--- src/rtl/fwd_hazard_ctrl_if.sv ---
// ---------------------------------------------------------------------------
// fwd_hazard_ctrl_if
// Bundle between ID-stage decode and the forwarding / hazard controller.
//   master : decode side. Drives the ID instruction fields and flush, and
//            receives the operand selects, the stall and the stall counter.
//   slave  : controller side (fwd_hazard_ctrl).
// Signals:
//   id_valid, id_rs1, id_rs2, id_rs1_used, id_rs2_used,
//   id_rd, id_rd_we, id_is_load        ID instruction description
//   flush                              redirect resolved in EX; kill the ID instruction
//   fwd_sel_a, fwd_sel_b               registered EX operand mux selects
//   stall                              combinational load-use stall
//   stall_count                        saturating count of stall cycles
// ---------------------------------------------------------------------------
interface fwd_hazard_ctrl_if #(
   parameter int REG_ADDR_W = 5,
   parameter int CNT_W      = 16
);
   logic                  id_valid;
   logic [REG_ADDR_W-1:0] id_rs1;
   logic [REG_ADDR_W-1:0] id_rs2;
   logic                  id_rs1_used;
   logic                  id_rs2_used;
   logic [REG_ADDR_W-1:0] id_rd;
   logic                  id_rd_we;
   logic                  id_is_load;
   logic                  flush;
   logic [1:0]            fwd_sel_a;
   logic [1:0]            fwd_sel_b;
   logic                  stall;
   logic [CNT_W-1:0]      stall_count;

   modport master (
      output id_valid, id_rs1, id_rs2, id_rs1_used, id_rs2_used,
             id_rd, id_rd_we, id_is_load, flush,
      input  fwd_sel_a, fwd_sel_b, stall, stall_count
   );

   modport slave (
      input  id_valid, id_rs1, id_rs2, id_rs1_used, id_rs2_used,
             id_rd, id_rd_we, id_is_load, flush,
      output fwd_sel_a, fwd_sel_b, stall, stall_count
   );
endinterface

--- src/rtl/fwd_hazard_ctrl.sv ---
// ---------------------------------------------------------------------------
// fwd_hazard_ctrl
// Operand-forwarding and load-use hazard controller for a 5-stage core.
// The controller sits in ID. It tracks the destination registers of the
// instructions in EX, MEM and WB. It computes the EX operand mux selects for
// the ID instruction and registers them, so they take effect in that
// instruction's EX cycle. A load followed directly by a consumer raises a
// one-cycle combinational stall.
//
// Ports:
//   clk    in  core clock, rising edge
//   rst_n  in  asynchronous active-low reset
//   bus    fwd_hazard_ctrl_if.slave (ID instruction, flush, selects, stall,
//          stall_count)
//
// Select encoding: 00 regfile, 01 EX/MEM alu, 10 MEM/WB result, 11 WB bypass.
//
// Configuration macro FWD_WB_BYPASS_EN:
//   defined     a hit in WB selects 11 (dedicated WB bypass input)
//   undefined   a hit in WB selects 00, because the regfile is write-through;
//               select 11 is never produced
// ---------------------------------------------------------------------------
module fwd_hazard_ctrl #(
   parameter int REG_ADDR_W = 5,
   parameter int CNT_W      = 16
) (
   input  logic              clk,
   input  logic              rst_n,
   fwd_hazard_ctrl_if.slave  bus
);

   typedef struct packed {
      logic                  valid;
      logic                  we;
      logic [REG_ADDR_W-1:0] rd;
   } entry_t;

   localparam entry_t BUBBLE = '{valid: 1'b0, we: 1'b0, rd: {REG_ADDR_W{1'b0}}};

   localparam logic [1:0] SEL_RF  = 2'b00;
   localparam logic [1:0] SEL_ALU = 2'b01;
   localparam logic [1:0] SEL_MEM = 2'b10;
`ifdef FWD_WB_BYPASS_EN
   localparam logic [1:0] SEL_WB  = 2'b11;
`else
   localparam logic [1:0] SEL_WB  = 2'b00;
`endif

   entry_t           ex_r;
   entry_t           mem_r;
   entry_t           wb_r;
   logic             ex_load_r;
   logic [1:0]       sel_a_r;
   logic [1:0]       sel_b_r;
   logic [CNT_W-1:0] stall_count_r;

   entry_t           id_entry_s;
   logic             stall_s;
   logic             advance_s;
   logic [1:0]       sel_a_s;
   logic [1:0]       sel_b_s;

   // An entry hits a source only for a real, writing producer of a non-x0 register that is actually read.
   function automatic logic entry_hit(input entry_t e,
                                      input logic [REG_ADDR_W-1:0] rs,
                                      input logic used);
      entry_hit = e.valid & e.we & (e.rd == rs) & (rs != {REG_ADDR_W{1'b0}}) & used;
   endfunction

   // Youngest producer wins. A load in EX is not forwardable; that case stalls instead.
   function automatic logic [1:0] select_for(input entry_t ex, input logic ex_load,
                                             input entry_t mem, input entry_t wb,
                                             input logic [REG_ADDR_W-1:0] rs,
                                             input logic used);
      if (entry_hit(ex, rs, used) && !ex_load) begin
         select_for = SEL_ALU;
      end else if (entry_hit(mem, rs, used)) begin
         select_for = SEL_MEM;
      end else if (entry_hit(wb, rs, used)) begin
         select_for = SEL_WB;
      end else begin
         select_for = SEL_RF;
      end
   endfunction

   // ID-stage hazard detection and select computation.
   always_comb begin
      id_entry_s.valid = bus.id_valid;
      id_entry_s.we    = bus.id_rd_we;
      id_entry_s.rd    = bus.id_rd;

      stall_s = bus.id_valid & ~bus.flush & ex_r.valid & ex_load_r &
                (entry_hit(ex_r, bus.id_rs1, bus.id_rs1_used) |
                 entry_hit(ex_r, bus.id_rs2, bus.id_rs2_used));

      advance_s = bus.id_valid & ~stall_s & ~bus.flush;

      sel_a_s = select_for(ex_r, ex_load_r, mem_r, wb_r, bus.id_rs1, bus.id_rs1_used);
      sel_b_s = select_for(ex_r, ex_load_r, mem_r, wb_r, bus.id_rs2, bus.id_rs2_used);
   end

   // Pipeline tracker and registered selects. A stall or flush injects a bubble into EX.
   always_ff @(posedge clk or negedge rst_n) begin
      if (!rst_n) begin
         ex_r      <= BUBBLE;
         mem_r     <= BUBBLE;
         wb_r      <= BUBBLE;
         ex_load_r <= 1'b0;
         sel_a_r   <= SEL_RF;
         sel_b_r   <= SEL_RF;
      end else begin
         wb_r  <= mem_r;
         mem_r <= ex_r;
         if (advance_s) begin
            ex_r      <= id_entry_s;
            ex_load_r <= bus.id_is_load;
            sel_a_r   <= sel_a_s;
            sel_b_r   <= sel_b_s;
         end else begin
            ex_r      <= BUBBLE;
            ex_load_r <= 1'b0;
            sel_a_r   <= SEL_RF;
            sel_b_r   <= SEL_RF;
         end
      end
   end

   // Saturating count of stall cycles.
   always_ff @(posedge clk or negedge rst_n) begin
      if (!rst_n) begin
         stall_count_r <= {CNT_W{1'b0}};
      end else if (stall_s && (stall_count_r != {CNT_W{1'b1}})) begin
         stall_count_r <= stall_count_r + {{(CNT_W-1){1'b0}}, 1'b1};
      end else begin
         stall_count_r <= stall_count_r;
      end
   end

   assign bus.fwd_sel_a   = sel_a_r;
   assign bus.fwd_sel_b   = sel_b_r;
   assign bus.stall       = stall_s;
   assign bus.stall_count = stall_count_r;

endmodule
--- src/flat_wrapper.sv ---
// flat-port wrapper written by rule: the top's interface ports become plain ports
module fwd_hazard_ctrl_flat 
#(
   parameter int REG_ADDR_W = 5,
   parameter int CNT_W      = 16
)
  (clk, rst_n, bus_id_valid, bus_id_rs1, bus_id_rs2, bus_id_rs1_used, bus_id_rs2_used, bus_id_rd, bus_id_rd_we, bus_id_is_load, bus_flush, bus_fwd_sel_a, bus_fwd_sel_b, bus_stall, bus_stall_count);
  fwd_hazard_ctrl_if #(.REG_ADDR_W(REG_ADDR_W), .CNT_W(CNT_W)) bus_i ();
  input  logic clk;
  input  logic rst_n;
  input wire logic [$bits(bus_i.id_valid)-1:0] bus_id_valid;
  input wire logic [$bits(bus_i.id_rs1)-1:0] bus_id_rs1;
  input wire logic [$bits(bus_i.id_rs2)-1:0] bus_id_rs2;
  input wire logic [$bits(bus_i.id_rs1_used)-1:0] bus_id_rs1_used;
  input wire logic [$bits(bus_i.id_rs2_used)-1:0] bus_id_rs2_used;
  input wire logic [$bits(bus_i.id_rd)-1:0] bus_id_rd;
  input wire logic [$bits(bus_i.id_rd_we)-1:0] bus_id_rd_we;
  input wire logic [$bits(bus_i.id_is_load)-1:0] bus_id_is_load;
  input wire logic [$bits(bus_i.flush)-1:0] bus_flush;
  output wire logic [$bits(bus_i.fwd_sel_a)-1:0] bus_fwd_sel_a;
  output wire logic [$bits(bus_i.fwd_sel_b)-1:0] bus_fwd_sel_b;
  output wire logic [$bits(bus_i.stall)-1:0] bus_stall;
  output wire logic [$bits(bus_i.stall_count)-1:0] bus_stall_count;
  assign bus_i.id_valid = bus_id_valid;
  assign bus_i.id_rs1 = bus_id_rs1;
  assign bus_i.id_rs2 = bus_id_rs2;
  assign bus_i.id_rs1_used = bus_id_rs1_used;
  assign bus_i.id_rs2_used = bus_id_rs2_used;
  assign bus_i.id_rd = bus_id_rd;
  assign bus_i.id_rd_we = bus_id_rd_we;
  assign bus_i.id_is_load = bus_id_is_load;
  assign bus_i.flush = bus_flush;
  assign bus_fwd_sel_a = bus_i.fwd_sel_a;
  assign bus_fwd_sel_b = bus_i.fwd_sel_b;
  assign bus_stall = bus_i.stall;
  assign bus_stall_count = bus_i.stall_count;
  fwd_hazard_ctrl #(.REG_ADDR_W(REG_ADDR_W), .CNT_W(CNT_W)) u_core (.clk(clk), .rst_n(rst_n), .bus(bus_i));
endmodule
--- config.mk ---
export PLATFORM = sky130hd
export DESIGN_NAME = fwd_hazard_ctrl_flat
export DESIGN_NICKNAME = d
export VERILOG_FILES = /design/src/rtl/fwd_hazard_ctrl_if.sv /design/src/rtl/fwd_hazard_ctrl.sv /design/src/flat_wrapper.sv
export SDC_FILE = /design/constraint.sdc
export NUM_CORES = 1
export LEC_CHECK = 0
export CAP_MARGIN = 0
export CORE_UTILIZATION = 47
export CTS_CLUSTER_SIZE = 16
export DETAILED_ROUTE_END_ITERATION = 8
export GPL_TIMING_DRIVEN = 0
export MAX_ROUTING_LAYER = met4
export PLACE_DENSITY_LB_ADDON = 0.2
export REMOVE_ABC_BUFFERS = 1
export SYNTH_ARGS = -nofsm -noshare
export SYNTH_HDL_FRONTEND = slang
export SYNTH_SLANG_ARGS = --single-unit
--- constraint.sdc ---
create_clock -name clk -period 2.2 [get_ports clk]
set_input_delay 0.44 -clock clk [delete_from_list [all_inputs] [get_ports clk]]
set_output_delay 0.44 -clock clk [all_outputs]
set_load 0.005 [all_outputs]
==> flow_summary_export.csv <==
group,metric,value,unit
clock_network,cts_root_buffer,"clkbuf_4",
timing,drv_slew,0,
timing,tightestPinTransition,0.7515,ns
floorplanning,core-area,3153,um^2
floorplanning,dieArea,3670,um^2
global_routing,grt_pass1_vias,1150,
timing,layout_min_cycle_time,2.272,ns
timing,relSlewSlack,49.90,%
clock_network,hold_buffers,0,
logic_synthesis,synth_seq_area_share,54.31,%
logic_synthesis,synthCells,140,
logic_synthesis,synth_edf_count,0,
floorplanning,initial_utilization,51.15,%
detailed_routing,vias_per_cell,5.156,
logic_synthesis,synth_xor_area_share,19.01,%
timing,finalSetupViolCount,1,
logic_synthesis,ys_warn_count,0,
floorplanning,die_h,60.58,um
run,maxCapViolCount,0,
timing,max_freq,440.1,MHz
placed_design,numPortBuffers,43,
critical_path,crit_buf_inv,2,
timing,rsz0062_at_grt,"yes",
critical_path,crit_path_max_fanout,2,
floorplanning,die_x,60.58,um
clock_network,cts_max_path_buffers,2,
power,power_per_cell_area,601.7,nW/um^2
logic_synthesis,synthArstFlopShare,100.0,%
logic_synthesis,synth_area_leaders,"dfrtp_1 (54%), xnor2_1 (16%), and2_1 (3.9%), nand4_1 (3.9%), nand3_1 (3.4%)",
logic_synthesis,synthAdderAreaFrac,0.7758,%
outcome,status,"finished with violations",
critical_path,arrival,1.83,ns
floorplanning,rows,20,
outcome,failed_checks,"setup timing",
clock_network,htreeDepth,2,
timing,period_share,103.3,%
critical_path,r2r-end,"u_core.ex_r[5]",
critical_path,r2r_cells,8,
layout,instances_no_fill,237,
detailed_routing,drtAntennaViolNets,0,
critical_path,cp_cell_sequence,"clkdlybuf4s50_1 -> o21ai_1 -> or4_4 -> a21oi_4 -> buf_2",
critical_path,end_kind,"primary output",
global_routing,grt_start_max_net_pins,36,
placed_design,post-dp-hpwl,2.373,mm
critical_path,cpMaxStageDelayCell,"or4_4",
logic_synthesis,synth_top_family_by_area,"simple AND/OR/NAND/NOR gates",
detailed_routing,drt_iter0_markers,56,
detailed_routing,wl_per_cell,13.27,um
critical_path,cp.depth,5,
layout,antenna_cells,0,
global_routing,grt_antenna_before_repair,0,
logic_synthesis,synth_top_area_share,54.31,%
logic_synthesis,synth.distinct_cells,27,
critical_path,r2r_slack,0.06,ns
placed_design,gp_congestion,0.7898,
critical_path,critPathKind,"input pin to primary output",
layout,layout-drive-gt1-share,9.845,%
timing,skew,0.01700,ns
logic_synthesis,synth_top_area_cell,"dfrtp_1",
timing,worst_slack,-0.07196,ns
logic_synthesis,ys_ff_latch,35,
layout,syn_to_final_growth,35.69,%
hold_path,min_path_type,"input pin to async pin",
clock_network,clk_pin_slew,0.11,ns
power,vdd.ir_drop.worst,0.3244,mV
clock_network,cts_sinks,35,
detailed_routing,drc,0,
critical_path,max_stage_delay,0.57,ns
clock_network,cts_tree,"built",
global_routing,grtUsageTotal,20.39,%
clock_network,cts_buffers,5,
global_routing,grt_pass1_wl,5.209,mm
floorplanning,io_pins,44,
timing,setup_tns,-0.07196,ns
detailed_routing,drtPass1Iterations,4,
clock_network,clock_latency,0.33,ns
critical_path,crit_family,"buffers and inverters",
logic_synthesis,synth_compound_area_share,2.793,%
logic_synthesis,syn_area,1613,um^2
logic_synthesis,avgSynthCellArea,11.52,um^2
placed_design,post-place-cells,226,
timing,hold_violations,0,
logic_synthesis,synth-simple-area-share,21.49,%
logic_synthesis,yosys-top-cells-count,"dfrtp_1 (35), xnor2_1 (29), nand3_1 (11)",
power,leakage,0.9132,nW
layout,fillers,257,
detailed_routing,drt_wl_total,3.146,mm
detailed_routing,dr_total_vias,1222,
critical_path,required,1.76,ns
critical_path,start_kind,"input pin",
global_routing,grt_overflow,0,
logic_synthesis,synth_mux_area_share,0.6982,%
critical_path,r2r_start,"u_core.ex_r[4]",
logic_synthesis,synth_most_common_cell,"dfrtp_1",
layout,final_nets,216,
logic_synthesis,synthFlopType,"dfrtp_1",
-- metrics by stage --
stage	worst slack (ns)	util [%]	hold WS [ns]	instance area (um^2)	power, mW
final	-0.07196	69.40	0.1712	2188	1.317
after global routing	-0.2055	69.40	0.2065	2188	1.374
after CTS	-0.1334	69.40	0.1925	2188	1.328
after detailed placement	-1.028	66.03	0.3742	2082	0.7775
after global placement	-0.9768	66.19	0.3614	2087	0.7742
after floorplan	0.1376	-	0.1444	1602	0.7117
-- worst max path at each step --
stage / startpoint / slack (ns) / end
CTS: u_core.ex_r[4] / -0.13 / bus_stall
finish: bus_id_rs1_used / -0.07 / bus_stall
detailed placement: bus_id_rs2[4] / -1.03 / bus_stall
floorplan: bus_id_rs2[0] / 0.14 / u_core.ex_load_r
global placement: bus_id_rs2[4] / -0.98 / bus_stall
global route: u_core.ex_r[3] / -0.21 / bus_stall
-- kinds of logic (layout without fill, tap and decap cells) --
| group | count (synthesis) | in the layout |
|---|---|---|
| simple gates | 60 | 60 |
| xor+xnor | 35 | 35 |
| flops | 35 | 35 |
| compound gates | 6 | 6 |
| buf+inv | 2 | 55 |
| fa+ha+maj | 1 | 1 |
| mux | 1 | 1 |
-- registers in the layout, indices dropped and copies added, names as in the netlist --
signal,flops
u_core.bus.fwd_sel_b,2
u_core.ex_r,7
u_core.bus.stall_count,16
u_core.bus.fwd_sel_a,2
u_core.ex_load_r,1
u_core.mem_r,7
-- cell type report --
cell class	instances	area, um^2	share of cell area, %
clock buffers	6	41.29	1.887
clock inverters	2	60.06	2.744
well taps	44	55.05	2.516
flip-flops and latches	35	875.8	40.02
inverters	1	3.754	0.1715
repair buffers	46	430.4	19.67
multi-input cells	103	721.9	32.99
-- power breakdown --
part	total (mW)	switching, mW	leakage [nW]	internal (mW)
sequential	0.664	0.00981	0.480	0.654
clock	0.559	0.204	0.0525	0.355
combinational	0.0941	0.0421	0.380	0.0519
-- what timing repair did --
action | CTS | global route
gates cloned | 0 | 0
resized for setup | 14 | 0
endpoints found under the hold margin | 0 | 0
endpoints found under the setup margin | 29 | 9
pin swaps | 7 | 3
buffers inserted | 3 | 0
-- per-layer routing --
metal / vias up / part of all wire (%) / GRT usage, %
met4: 0 / 1.0 / 7.468
met2: 43 / 49 / 31.08
li1: 594 / - / -
met1: 581 / 45 / 25.93
met5: - / 0 / -
met3: 4 / 5.9 / 5.757
-- cell usage in the layout (no fill, tap or decap), types with 4 or more instances in the layout --
master           count
clkdlybuf4s50_1     31
dfrtp_1             35
clkbuf_4             5
nor3_1               4
xor2_1               6
and2_1              10
nand4_1             10
xnor2_1             29
nand2_1              7
dlygate4sd2_1       10
nor2_1               4
nand3_1             11
No activity file was read; power rests on OpenSTA's default activity.
